[src/rtl/proc_run_ctrl.sv]
// proc_run_ctrl: sequences one program run of the single-cycle core:
// optional image load, held reset, watchdog-bounded run, result capture.
module proc_run_ctrl #(
  parameter int WDOG_LIMIT   = 255,
  parameter int RESET_CYCLES = 2,
  parameter int IMEM_AW      = 6
) (
  input  logic               CLK,
  input  logic               reset,
  input  logic               start,
  input  logic               load_en,
  input  logic [63:0]        startpc_in,
  input  logic [63:0]        endpc_in,
  input  logic               load_valid,
  input  logic               load_last,
  input  logic [31:0]        load_data,
  output logic               load_ready,
  output logic               imem_we,
  output logic [IMEM_AW-1:0] imem_addr,
  output logic [31:0]        imem_wdata,
  output logic               proc_resetl,
  output logic [63:0]        startpc,
  input  logic [63:0]        currentpc,
  input  logic [63:0]        MemtoRegOut,
  output logic               busy,
  output logic               done,
  output logic               timeout,
  output logic               load_err,
  output logic [63:0]        result,
  output logic [15:0]        cycles
);

  localparam logic [2:0] S_IDLE  = 3'd0;
  localparam logic [2:0] S_LOAD  = 3'd1;
  localparam logic [2:0] S_RESET = 3'd2;
  localparam logic [2:0] S_RUN   = 3'd3;
  localparam logic [2:0] S_DONE  = 3'd4;

  logic [2:0]  state;
  logic [2:0]  nxt;
  logic [63:0] endpc;
  logic [15:0] rcnt;
  logic        go;
  logic        at_end;
  logic        wd_hit;
  logic        full;

  assign go         = start & ((state == S_IDLE) | (state == S_DONE));
  assign imem_we    = (state == S_LOAD) & load_valid;
  assign imem_wdata = load_data;
  assign at_end     = currentpc >= endpc;
  assign wd_hit     = cycles == 16'(WDOG_LIMIT);
  assign full       = imem_addr == '1;

  always_comb begin
    nxt = state;
    case (state)
      S_IDLE, S_DONE:
        if (start) nxt = load_en ? S_LOAD : S_RESET;
      S_LOAD:
        if (imem_we) begin
          if (load_last) nxt = S_RESET;
          else if (full) nxt = S_DONE;
        end
      S_RESET:
        if (rcnt == 16'd0) nxt = S_RUN;
      S_RUN:
        if (at_end || wd_hit) nxt = S_DONE;
      default: nxt = S_IDLE;
    endcase
  end

  // State-decoded outputs are registered from the next state.
  always_ff @(posedge CLK or posedge reset) begin
    if (reset) begin
      state       <= S_IDLE;
      load_ready  <= 1'b0;
      busy        <= 1'b0;
      done        <= 1'b0;
      proc_resetl <= 1'b0;
      imem_addr   <= '0;
      startpc     <= '0;
      endpc       <= '0;
      rcnt        <= '0;
      timeout     <= 1'b0;
      load_err    <= 1'b0;
      result      <= '0;
      cycles      <= '0;
    end else begin
      state       <= nxt;
      load_ready  <= nxt == S_LOAD;
      busy        <= (nxt == S_LOAD) | (nxt == S_RESET) | (nxt == S_RUN);
      done        <= nxt == S_DONE;
      proc_resetl <= nxt == S_RUN;
      if (go) begin
        startpc   <= startpc_in;
        endpc     <= endpc_in;
        timeout   <= 1'b0;
        load_err  <= 1'b0;
        cycles    <= '0;
        imem_addr <= '0;
        rcnt      <= 16'(RESET_CYCLES - 1);
      end
      if (state == S_LOAD && imem_we && !load_last) begin
        if (full) load_err <= 1'b1;
        else imem_addr <= imem_addr + 1'b1;
      end
      if (state == S_RESET) begin
        if (rcnt != 16'd0) rcnt <= rcnt - 16'd1;
        else cycles <= 16'd1;
      end
      if (state == S_RUN) begin
        if (at_end) result <= MemtoRegOut;
        else if (wd_hit) timeout <= 1'b1;
        else if (cycles != 16'hFFFF) cycles <= cycles + 16'd1;
      end
    end
  end

endmodule

[config.mk]
export PLATFORM = sky130hd
export DESIGN_NAME = proc_run_ctrl
export DESIGN_NICKNAME = d
export VERILOG_FILES = /design/src/rtl/proc_run_ctrl.sv
export SDC_FILE = /design/constraint.sdc
export NUM_CORES = 1
export LEC_CHECK = 0
export ABC_AREA = 0
export BUFFER_PORTS_ARGS = -buffer_cell sky130_fd_sc_hd__buf_2
export CORE_MARGIN = 2
export CORE_UTILIZATION = 24
export DETAILED_ROUTE_END_ITERATION = 7
export HOLD_SLACK_MARGIN = 0.03
export PLACE_DENSITY = 0.58
export SYNTH_ARGS = -nofsm -noshare
export SYNTH_HDL_FRONTEND = slang
export SYNTH_SLANG_ARGS = --single-unit
[constraint.sdc]
create_clock -name CLK -period 8.5 [get_ports CLK]
set_input_delay 2.55 -clock CLK [delete_from_list [all_inputs] [get_ports CLK]]
set_output_delay 2.55 -clock CLK [all_outputs]
set_load 0.005 [all_outputs]
Yosys cells after proc, flatten, opt, wreduce, memory -nomap -nowiden
Index checks and enable logic that the tools add are counted.
{ "classes": {"n_addsub": 3, "n_lt_le_gt_ge": 1, "eq_ne": 11, "n_mux": 28, "bitwise": 5, "n_reduce_logical": 9} }
{ "ops": {"columns": ["cell", "n"], "rows": [
  ["16-bit 2-to-1 mux", 10],
  ["64-bit greater-or-equal comparator", 1],
  ["3-bit 2-to-1 mux", 6],
  ["6-bit 2-to-1 mux", 3],
  ["16-bit by 1-bit adder with 16-bit output, second input constant", 1],
  ["16-bit by 8-bit == test with 1-bit output, second input constant", 1],
  ["16-bit zero test", 1],
  ["16-bit inequality test, second input constant", 1],
  ["16-bit nonzero test", 1],
  ["16-bit by 1-bit subtractor with 16-bit output, second input constant", 1],
  ["3-bit by 2-bit == test with 1-bit output, second input constant", 4],
  ["3-bit case mux with 4 select lines", 1],
  ["1-bit 2-to-1 mux", 7],
  ["6-bit by 1-bit adder with 6-bit output, second input constant", 1],
  ["3-bit by 1-bit == test with 1-bit output, second input constant", 2],
  ["3-bit == test, second input constant", 2],
  ["6-bit == test, second input constant", 1],
  ["3-bit zero test", 1],
  ["1-bit bitwise OR", 3],
  ["1-bit AND", 2],
  ["1-bit logical AND", 2],
  ["2-bit 2-to-1 mux", 1],
  ["2-bit AND reduction", 1],
  ["2-bit OR reduction", 1],
  ["2 further kinds", 2]
]} }
{ "word_totals": {"register_bits": 239, "in_bits": 294, "out_inout_bits": 189, "wordCells": 70} }

Depth between registers and ports, before layout
{ "depth": {"ltp_word": 10, "depth_mapped": 10, "mapped_depth_nobuf": 9} }

Worst setup path after synthesis
Ideal clock, no wire load.
{ "synth_timing": {"kind": "input to output", "from": "input port load_valid", "to": "output port imem_we", "t_arrival_ns": 3.029, "required_time_ns": 5.950, "setup_slack_ns": 2.921, "stages": 1, "path_buffers": 0, "path_cell_list": "nor4bb_1"} }
{ "synth_via": {"elab_chain_len": 1} }
{ "synth_lines": {"columns": ["item", "line", "source"], "rows": [
  ["start, declared", "14", "input logic load_valid,"],
  ["1-bit AND", "49", "assign imem_we = (state == S_LOAD) & load_valid;"],
  ["end, declared", "18", "output logic imem_we,"]
]} }
No other way between the ends.

Worst setup path after layout
Same ends and word-level chain as after synthesis.

==> impl_metrics.env <==
export IMPL_cts_resized_gates=0
export IMPL_cts_inserted_buffers=29
export IMPL_root_buffer="sky130_fd_sc_hd__clkbuf_16"
export IMPL_timing_max_transition_violations_final=0
export IMPL_power_clock_fraction_pct=26.0
export IMPL_initial_core_util_pct=24.3
export IMPL_cts_sink_count=239
export IMPL_setup_worst_path_class="input port to output pin"
export IMPL_stdcell_area_um2=14800
export IMPL_post_drt_via_cell_ratio=4.37
export IMPL_coreArea_um2=46600
export IMPL_yosys_area_top_type_share_pct=52.8
export IMPL_firstDrtPassIters=4
export IMPL_post_synth_instance_area_um2=11300
export IMPL_power_switching_share_pct=35.2
export IMPL_grt_first_pass_wirelength_um=52600
export IMPL_die_height_um=221
export IMPL_num_rows=79
export IMPL_design_die_area_um2=48900
export IMPL_grt_use_total_pct=13.2
export IMPL_buffer_ports_inserted=418
export IMPL_period_minus_slack_ps=5880
export IMPL_cts_hold_repair_buffers=0
export IMPL_cts_path_max_buffers=3
export IMPL_synth_seq_cells=239
export IMPL_async_reset_ff_share_pct=100
export IMPL_route_detailed_drc=0
export IMPL_post_drt_wl_per_cell_um=15.1
export IMPL_ys_top_cells_by_area="sky130_fd_sc_hd__dfrtp_1 (53%), sky130_fd_sc_hd__nand2_1 (11%), sky130_fd_sc_hd__ha_1 (7.4%), sky130_fd_sc_hd__mux2_1 (6.0%), sky130_fd_sc_hd__o21ai_0 (3.9%)"
export IMPL_setup_ws_ps=2620
export IMPL_max_freq_mhz=170
export IMPL_hp_class="register to register"
export IMPL_fin_hold_ws_ps=467
export IMPL_leakage_nw=7.81
export IMPL_area_growth_synth_to_final_pct=30.5
export IMPL_startpoint_type="input port"
export IMPL_final_core_utilization_pct=31.7
export IMPL_dieWidth_um=221
export IMPL_synthesis_instances=1141
export IMPL_timing_slew_headroom_pct=34.9
export IMPL_critical_path_endpoint_type="output pin"
export IMPL_clk_latency_ps=560
export IMPL_critPathRequiredTime_ps=5950
export IMPL_vdd_ir_drop_worst_v=0.000204
export IMPL_finalNetCount=1884
export IMPL_share_of_layout_cells_above_drive_strength_1_pct=31.8
export IMPL_synth_fp_nets=1502
export IMPL_p_sw_mw=1.68
export IMPL_post_cts_buffers=0
export IMPL_worst_pin_slew_ps=976
export IMPL_clkTransAtPathRegs_ps=60
export IMPL_first_global_vias=9513
export IMPL_fin_skew_ps=8.77
export IMPL_tritoncts_clock_tree="built"
export IMPL_io_pin_count=483
export IMPL_grt_setup_unrepaired="no"
export IMPL_post_synth_top_count_cell="sky130_fd_sc_hd__nand2_1"
export IMPL_via_total_after_detailed_routing=9399
export IMPL_placed_instance_area_um2=13800
export IMPL_ys_types=53
export IMPL_grt_max_degree=193
export IMPL_globalplace_congestion=0.842
export IMPL_place_hpwl_um=24300
export IMPL_htree_levels=1
export IMPL_timing_max_cap_violations=0
export IMPL_synth_yosys_warnings=0
export IMPL_drt_wl_total_um=32600
export IMPL_result_of_the_run="finished clean"
export IMPL_proportion_of_power_drawn_by_flip_flops_and_latches_pct=38.8
export IMPL_initial_antenna_violation_count=1
export IMPL_critical_path_arrival_ps=3330
export IMPL_endpoints_failing_hold=0
export IMPL_drtAntennaViolNets=0
export IMPL_setup_viol=0
export IMPL_dp_worst_slack_ps=2250
export IMPL_p_int_mw=3.09
export IMPL_yosys_top_cells_count="sky130_fd_sc_hd__nand2_1 (322), sky130_fd_sc_hd__dfrtp_1 (239), sky130_fd_sc_hd__o21ai_0 (88), sky130_fd_sc_hd__inv_1 (75), sky130_fd_sc_hd__ha_1 (67)"
export IMPL_syn_avg_cell_area_um2=9.92
export IMPL_timing_final_crit_share_pct=69.2
export IMPL_number_of_enable_type_register_cells_in_the_synthesized_netlist=0
export IMPL_synth_seq_area_share_pct=52.8
export IMPL_num_fill_cells=4831
export IMPL_initial_detailed_routing_violation_count=527
export IMPL_comb_power_share_pct=35.2
export IMPL_worstPathMaxFanout=4
export IMPL_fin_tns_setup_ps=0
export IMPL_yosys_most_used_dff="sky130_fd_sc_hd__dfrtp_1"
export IMPL_yosysTopAreaCell="sky130_fd_sc_hd__dfrtp_1"
export IMPL_gr_total_overflow=0
export IMPL_power_density_nw_per_um2=323
final cells by class:
type	count	area, um^2	area share (%)
Multi-Input combinational cell	751	4610	31.2
Sequential cell	239	5980	40.5
Clock buffer	40	827	5.60
Tap cell	607	759	5.14
Inverter	75	285	1.93
Clock inverter	13	126	0.855
Timing Repair Buffer	427	2180	14.8
Antenna cell	1	2.50	0.0169
critical path, cell delays in order:
cell,delay [ps]
sky130_fd_sc_hd__buf_2,80
sky130_fd_sc_hd__nor4bb_1,490
sky130_fd_sc_hd__buf_2,210
sequential cells by signal (all words and copies together) (netlist names):
| name | cells |
|---|---|
| state | 3 |
| busy | 1 |
| load_ready | 1 |
| load_err | 1 |
| timeout | 1 |
| endpc | 64 |
| done | 1 |
| proc_resetl | 1 |
| imem_addr | 6 |
| result | 64 |
| startpc | 64 |
| cycles | 16 |
| rcnt | 16 |
metal layers:
metal  GRT usage [%]  vias up  wire length (um)
li1                -     4585                 -
met2            21.4      267             15100
met4            4.96        0              1020
met1            17.0     4483             14500
met5               0        -                 0
met3            3.04       64              1900
cell usage in the layout, fill, tap and decap left out, types with 5 or more instances in the layout:
cell,netlist,final
sky130_fd_sc_hd__buf_4,32,7
sky130_fd_sc_hd__clkbuf_8,0,6
sky130_fd_sc_hd__clkinv_2,0,7
sky130_fd_sc_hd__clkbuf_16,0,29
sky130_fd_sc_hd__nand2b_1,5,5
sky130_fd_sc_hd__dfrtp_1,239,239
sky130_fd_sc_hd__inv_1,75,74
sky130_fd_sc_hd__and4_1,8,8
sky130_fd_sc_hd__and3_1,11,11
sky130_fd_sc_hd__nor2_1,19,19
sky130_fd_sc_hd__a21oi_1,35,35
sky130_fd_sc_hd__nor3_1,10,9
sky130_fd_sc_hd__mux2_1,60,60
sky130_fd_sc_hd__nand3_1,23,23
sky130_fd_sc_hd__nand2_1,322,321
sky130_fd_sc_hd__ha_1,67,67
sky130_fd_sc_hd__clkbuf_1,31,5
sky130_fd_sc_hd__o21ai_0,88,88
sky130_fd_sc_hd__nand4_1,22,22
sky130_fd_sc_hd__buf_2,3,418
sky130_fd_sc_hd__mux2i_1,18,18
per-stage QoR:
step | power, mW | std cells
after floorplan | 2.88 | 1141
after global placement | 3.52 | 2099
after detailed placement | 3.58 | 2099
after CTS | 4.86 | 2152
after global routing | 5.19 | 2153
final | 4.77 | 2153
cells by family after synthesis:
| group | synth area share, % |
|---|---|
| multiplexers | 7.96 |
| AND/OR/NAND/NOR | 17.4 |
| adder cells (fa/ha/maj) | 7.41 |
| AO/OA/AOI/OAI | 7.88 |
| buffers and inverters | 6.50 |
| flip-flops | 52.8 |
worst paths after layout:
kind,slack (ps),from,to,cells after the start
worst min register to register,470,startpc[24],startpc[24],2
min in group asynchronous,2190,reset,endpc[38],3
worst max-delay path,2620,load_valid,imem_we,3
max in group asynchronous,4850,reset,startpc[41],4
worst max register to register,4690,endpc[54],result[40],11
worst min-delay path,470,startpc[24],startpc[24],2
power groups by stage:
stage / clock network, mW / logic, mW / registers [mW]
6_report: 1.24 / 1.68 / 1.85
2_1_floorplan: 0 / 1.00 / 1.87
3_3_place_gp: 0 / 1.67 / 1.85
5_1_grt: 1.34 / 1.93 / 1.92
3_5_place_dp: 0 / 1.71 / 1.87
4_1_cts: 1.29 / 1.72 / 1.86
(Power assumes the default switching activity.)
